## src/rtl/axi4s_pkg.sv

```systemverilog
// rtl/axi4s_pkg.sv - shared stream ids and arbiter state type
//
// Purpose: constants and types shared by the stream arbiters of the UART
//          transmit path.
// Ports:   none (package).
package axi4s_pkg;

  // Packet tid values used by the memory-mapped bridge response stream.
  localparam logic [2:0] ID_B  = 3'd0;
  localparam logic [2:0] ID_AW = 3'd1;
  localparam logic [2:0] ID_AR = 3'd2;
  localparam logic [2:0] ID_R  = 3'd3;
  localparam logic [2:0] ID_W  = 3'd4;

  typedef enum logic {
    IDLE   = 1'b0,
    LOCKED = 1'b1
  } arb_state_t;

endpackage

```

## src/rtl/rr_pick.sv

```systemverilog
// rtl/rr_pick.sv - combinational round-robin picker
//
// Purpose: finds the first set request bit, searching upward from the slot
//          after last_i and wrapping around.
// Ports:
//   req_i   [N-1:0]      request vector, bit i belongs to requester i
//   last_i  [IDX_W-1:0]  index granted most recently
//   idx_o   [IDX_W-1:0]  chosen index (0 when nothing is requesting)
//   found_o              at least one request bit was set
module rr_pick #(
  parameter int N     = 2,
  parameter int IDX_W = (N > 1) ? $clog2(N) : 1
) (
  input  logic [N-1:0]     req_i,
  input  logic [IDX_W-1:0] last_i,
  output logic [IDX_W-1:0] idx_o,
  output logic             found_o
);

  logic [IDX_W-1:0] cand;

  // k runs 1..N so that last_i itself is the final candidate examined:
  // the previous winner only gets the link again when nobody else asks.
  always_comb begin
    idx_o   = '0;
    found_o = 1'b0;
    cand    = '0;
    for (int k = 1; k <= N; k++) begin
      cand = IDX_W'((int'(last_i) + k) % N);
      if (!found_o && req_i[cand]) begin
        found_o = 1'b1;
        idx_o   = cand;
      end
    end
  end

endmodule

```

## src/rtl/axi4s_packet_arbiter.sv

```systemverilog
// rtl/axi4s_packet_arbiter.sv - packet-atomic round-robin stream merger
//
// Purpose: merges N_SRC packet streams onto one registered output stream;
//          a granted source keeps the output until its tlast beat is taken.
// Ports:
//   aclk, areset            clock, synchronous active-high reset
//   s_tvalid/s_tready/s_tlast [N_SRC]  per-source handshake and last
//   s_tdata [N_SRC*DATA_W]  source i at [i*DATA_W +: DATA_W]
//   s_tid   [N_SRC*ID_W]    source i at [i*ID_W +: ID_W]
//   m_tvalid/m_tready/m_tlast/m_tdata/m_tid  merged output stream
//   grant_valid, grant_idx  lock status and index of the locked source
module axi4s_packet_arbiter #(
  parameter  int N_SRC  = 2,
  parameter  int DATA_W = 8,
  parameter  int ID_W   = 3,
  localparam int IDX_W  = (N_SRC > 1) ? $clog2(N_SRC) : 1
) (
  input  logic                     aclk,
  input  logic                     areset,
  input  logic [N_SRC-1:0]         s_tvalid,
  output logic [N_SRC-1:0]         s_tready,
  input  logic [N_SRC-1:0]         s_tlast,
  input  logic [N_SRC*DATA_W-1:0]  s_tdata,
  input  logic [N_SRC*ID_W-1:0]    s_tid,
  output logic                     m_tvalid,
  input  logic                     m_tready,
  output logic                     m_tlast,
  output logic [DATA_W-1:0]        m_tdata,
  output logic [ID_W-1:0]          m_tid,
  output logic                     grant_valid,
  output logic [IDX_W-1:0]         grant_idx
);

  import axi4s_pkg::arb_state_t;
  import axi4s_pkg::IDLE;
  import axi4s_pkg::LOCKED;

  arb_state_t          state_q, state_d;
  logic [IDX_W-1:0]    grant_idx_q, grant_idx_d;
  logic [IDX_W-1:0]    last_grant_q, last_grant_d;
  logic                m_tvalid_q, m_tvalid_d;
  logic                m_tlast_q, m_tlast_d;
  logic [DATA_W-1:0]   m_tdata_q, m_tdata_d;
  logic [ID_W-1:0]     m_tid_q, m_tid_d;

  logic [IDX_W-1:0]    pick_idx;
  logic                pick_found;
  logic                out_free;
  logic                load;

  logic [DATA_W-1:0]   src_data [N_SRC];
  logic [ID_W-1:0]     src_id   [N_SRC];

  for (genvar g = 0; g < N_SRC; g++) begin : g_unpack
    assign src_data[g] = s_tdata[g*DATA_W +: DATA_W];
    assign src_id[g]   = s_tid[g*ID_W +: ID_W];
  end

  rr_pick #(
    .N     (N_SRC),
    .IDX_W (IDX_W)
  ) u_rr_pick (
    .req_i   (s_tvalid),
    .last_i  (last_grant_q),
    .idx_o   (pick_idx),
    .found_o (pick_found)
  );

  // The output register can take a new beat when empty or draining now,
  // which gives full throughput inside a packet.
  assign out_free = !m_tvalid_q || m_tready;
  assign load     = (state_q == LOCKED) && s_tvalid[grant_idx_q] && out_free;

  // State register
  always_ff @(posedge aclk) begin
    if (areset) begin
      state_q <= IDLE;
    end else begin
      state_q <= state_d;
    end
  end

  // Next-state logic. Leaving LOCKED does not wait for the tlast beat to
  // drain: the next source cannot load until the output register is free.
  always_comb begin
    state_d = state_q;
    case (state_q)
      IDLE:    if (pick_found)              state_d = LOCKED;
      LOCKED:  if (load && s_tlast[grant_idx_q]) state_d = IDLE;
      default:                              state_d = IDLE;
    endcase
  end

  // Output logic
  always_comb begin
    s_tready    = '0;
    grant_valid = 1'b0;
    if (state_q == LOCKED) begin
      s_tready[grant_idx_q] = out_free;
      grant_valid           = 1'b1;
    end
  end

  // Grant bookkeeping and output register next state
  always_comb begin
    grant_idx_d  = grant_idx_q;
    last_grant_d = last_grant_q;
    m_tvalid_d   = m_tvalid_q;
    m_tlast_d    = m_tlast_q;
    m_tdata_d    = m_tdata_q;
    m_tid_d      = m_tid_q;
    if ((state_q == IDLE) && pick_found) begin
      grant_idx_d = pick_idx;
    end
    if (load) begin
      m_tvalid_d = 1'b1;
      m_tlast_d  = s_tlast[grant_idx_q];
      m_tdata_d  = src_data[grant_idx_q];
      m_tid_d    = src_id[grant_idx_q];
      if (s_tlast[grant_idx_q]) begin
        last_grant_d = grant_idx_q;
      end
    end else if (m_tready) begin
      m_tvalid_d = 1'b0;
    end
  end

  always_ff @(posedge aclk) begin
    if (areset) begin
      grant_idx_q  <= '0;
      last_grant_q <= IDX_W'(N_SRC - 1);
      m_tvalid_q   <= 1'b0;
      m_tlast_q    <= 1'b0;
      m_tdata_q    <= '0;
      m_tid_q      <= '0;
    end else begin
      grant_idx_q  <= grant_idx_d;
      last_grant_q <= last_grant_d;
      m_tvalid_q   <= m_tvalid_d;
      m_tlast_q    <= m_tlast_d;
      m_tdata_q    <= m_tdata_d;
      m_tid_q      <= m_tid_d;
    end
  end

  assign m_tvalid  = m_tvalid_q;
  assign m_tlast   = m_tlast_q;
  assign m_tdata   = m_tdata_q;
  assign m_tid     = m_tid_q;
  assign grant_idx = grant_idx_q;

endmodule

```

## config.mk

```make
export PLATFORM = sky130hd
export DESIGN_NAME = axi4s_packet_arbiter
export DESIGN_NICKNAME = d
export VERILOG_FILES = /design/src/rtl/axi4s_pkg.sv /design/src/rtl/rr_pick.sv /design/src/rtl/axi4s_packet_arbiter.sv
export SDC_FILE = /design/constraint.sdc
export NUM_CORES = 1
export LEC_CHECK = 0
export BUFFER_PORTS_ARGS = -buffer_cell sky130_fd_sc_hd__clkbuf_2
export CORE_MARGIN = 8
export CORE_UTILIZATION = 43
export CTS_CLUSTER_DIAMETER = 50
export DETAILED_ROUTE_END_ITERATION = 6
export GPL_ROUTABILITY_DRIVEN = 1
export PLACE_DENSITY_LB_ADDON = 0.05
export SETUP_SLACK_MARGIN = 0.15
export SLEW_MARGIN = 20
export SYNTH_ARGS = -nofsm -noshare
export SYNTH_HDL_FRONTEND = slang
export SYNTH_SLANG_ARGS = --single-unit
export TNS_END_PERCENT = 1
```

## constraint.sdc

```tcl
create_clock -name aclk -period 1.9 [get_ports aclk]
set_input_delay 0.095 -clock aclk [delete_from_list [all_inputs] [get_ports aclk]]
set_output_delay 0.095 -clock aclk [all_outputs]
set_load 0.005 [all_outputs]
```

==> impl_summary.txt <==
----------------------------------------------------
[Power]
  Power density over the cells ... 702.1 mW/mm2
  Final Total Pwr ... about 0.77 mW
  Peak ir drop on the vdd network ... about 410 uV
  Static leakage ... 0.4812 nW

[Synthesis]
  Synth Area in Compound Gates ... about 28%
  Mean area per synthesized cell ... slightly above 10 um2
  Top post-synthesis cells by area ... dfxtp_1, a211oi_2, mux2i_1, a31oi_1, buf_6
  Post-synthesis share of cell area spent on full adders, half adders and majority gates ... 0%
  Register bit count reported by yosys ... 16
  Proportion of synthesized chip area in sequential cells ... approximately 37%
  Yosys warns ... 0
  Fraction of synthesized area in multiplexers ... about 17%
  Cell area after technology mapping ... around 850 um2
  Distinct cell type count after synthesis ... 23
  Main combinational cell family by area after synthesis ... compound AO/OA/AOI/OAI gates
  Nets in the synthesized netlist ... roughly 110
  Share of the synthesized area in the top cell type ... about 37%
  Yosys top cell by area ... dfxtp_1
  Synthesized-area fraction occupied by xor and xnor cells ... 0%
  Number of cells produced by synthesis ... 84
  Simple logic cell fraction of the synthesized area ... ~8.6%

[Place]
  Global placement routability congestion ... roughly 0.74
  Number of instances in the placed design ... 148
  Placed cell area ... 0.001072 mm2
  Setup slack after placement ... a little under 500 ps
  Port Buffer Count ... 45
  HPWL after detailed placement ... ~1600 um

[Cells and area]
  Filler cell count in the final layout ... around 190
  Final standard cell count with taps included and fillers excluded ... 151
  Synthesis-to-layout area growth ... 28.11%
  Multi-input gate area in the final layout ... about 460 um2
  Antenna Cells ... 0
  Final Core Density ... between 50% and 60%
  Flip-flop and latch area ... between 300 and 400 um2
  Fin nets ... 155
  Proportion of layout cells with a drive suffix above 1 ... approximately half
  Final design instance area without fill ... 0.001095 mm2

[Setup path]
  Crit path DAT ... around 1600 ps
  Startpoint type of the worst setup path ... flop
  CP Data Required Time ... just over 2000 ps
  Category of the worst setup path capture point ... flop
  Worst Path Max Fanout ... 14
  Category of the most critical setup path ... reg2reg

[Timing]
  Period utilisation layout ... 75.17%
  Number of failing hold endpoints at the final stage ... 0
  Highest attainable clock frequency ... between 700 and 800 MHz
  Total of endpoints with negative setup slack in the final report ... 0
  Sum of negative setup slack ... 0 ps
  Slew margin rel. ... 68.60%
  Minimum setup slack in the final design ... ~470 ps
  Worst clock skew on the final layout ... 2.617 ps
  Unrepaired setup endpoints after global routing ... false
  Minimum period implied by the final worst setup slack ... ~1400 ps
  Hold WS ... roughly 100 ps
  Worst slew pin tran ... between 400 and 500 ps
  Final slew viol count ... 0

[Clock tree]
  Post-cts hold buffer count ... 0
  # H-tree levels ... 1
  Clock tree from TritonCTS ... built
  Post_cts resized ... 0
  Setup Buffers After CTS ... 0
  Clock buffer count from CTS ... 3
  Buffer levels on the longest clock path ... 2
  Worst-Skew Late Latency ... between 200 and 300 ps
  Clock root buffer ... clkbuf_4
  Clock net sink count ... 16
  CTS clock-pin slew for the worst setup and hold paths ... 90 ps

[Floorplanning]
  Horizontal extent of the die ... 60.58 um
  DIE HEIGHT ... slightly above 60 um
  I/O pin count ... 46
  Effective utilization at floorplan ... roughly 44%
  Overall die area ... roughly 0.0037 mm2
  Site Rows ... 16
  Core Box Area ... slightly below 0.002 mm2

[Drt]
  Routed vias/inst ... roughly 5.2
  Number of DRC markers after the initial detailed-route iteration ... 12
  Post-route ant nets ... 0
  First-pass DRT Iterations ... 4
  Routed WL ... 2109 um
  Post-route DRC ... 0
  Total via count after detailed routing ... about 790
  Post-detailed-route wirelength per cell ... between 10 and 15 um

[Global route]
  Maximum number of pins on one net before global-route repair ... 19
  GR Util All Layers ... 12.09%
  Number of antenna violations at the first check in global routing ... 0
  Global-route wire length before repair ... about 3500 um
  Total congestion overflow after global routing ... 0
  Via count of the first global-routing pass ... about 810

[Min path]
  Class of the worst hold path ... in2reg

[Job]
  Max-Cap Viols ... 0

[Run status]
  Status ... finished clean

----------------------------------------------------
## state kept, by name (all words and copies together), names as in the netlist
| name | cells |
|---|---|
| m_tlast | 1 |
| m_tdata | 8 |
| grant_idx | 1 |
| last_grant_q | 1 |
| m_tvalid | 1 |
| m_tid | 3 |
| state_q | 1 |
## power by group
part	internal, mW	switching, mW	leakage, nW
Clock	0.0734	0.0964	0.0138
Sequential	0.367	0.0214	0.132
Combinational	0.106	0.104	0.336
## cells by family (layout without fill, tap and decap cells)
kind of cell | after synthesis | in the layout
buffers and inverters | 13 | 53
and+or+nand+nor | 13 | 13
DFF | 16 | 16
AOI/OAI and AO/OA | 28 | 28
muxes | 14 | 14
## critical path, stage by stage (launching register included)
cell,delay [ps]
dfxtp_1,360
mux2_4,380
and3_4,280
o311a_1,300
## metal layers
metal	GRT usage, %	vias to the layer above	wire length [um]
met3	3.814	2	215
met4	5.980	0	12
li1	-	401	-
met1	14.30	349	928
met2	19.16	34	951
met5	0	-	0
## synth_stat cells, drive strengths merged
master  instances
dfxtp          16
o311a           1
nor2            1
and3            2
nor3            1
nand2           5
mux2            2
a31oi          11
nand3           1
buf             3
nand3b          1
a211o           1
inv             2
mux2i          12
clkbuf          8
o21ai           1
nor4bb          1
nand2b          1
a21oi           2
a211oi         12
## final timing paths
check | slack, ps | endpoint | cells past startpoint | from
min reg2reg | 460 | m_tlast | 2 | m_tlast
min | 100 | grant_idx | 3 | s_tvalid[1]
max | 470 | last_grant_q | 3 | grant_idx
max reg2reg | 470 | last_grant_q | 3 | grant_idx
## cells in the final DEF, fill, tap and decap left out
| master | n |
|---|---|
| nand2b_1 | 1 |
| clkbuf_2 | 45 |
| o21ai_0 | 1 |
| inv_1 | 2 |
| clkbuf_4 | 3 |
| dfxtp_1 | 16 |
| mux2_4 | 1 |
| nor4bb_1 | 1 |
| a211oi_2 | 10 |
| nor3_1 | 1 |
| a211o_1 | 1 |
| nor2_1 | 1 |
| and3_4 | 1 |
| and3_1 | 1 |
| a21oi_1 | 2 |
| nand2_1 | 5 |
| o311a_1 | 1 |
| mux2i_1 | 12 |
| a31oi_1 | 11 |
| nand3_1 | 1 |
| a211oi_1 | 2 |
| mux2_2 | 1 |
| nand3b_1 | 1 |
| buf_4 | 3 |
## layout make-up
class / instances / share of cell area, %
Sequential cell: 16 / 29.26
Multi-Input combinational cell: 55 / 42.29
Inverter: 2 / 0.6857
Timing Repair Buffer: 48 / 22.63
Tap cell: 27 / 3.086
Clock buffer: 3 / 2.057
Note: power is estimated with default switching activity, not from simulation.
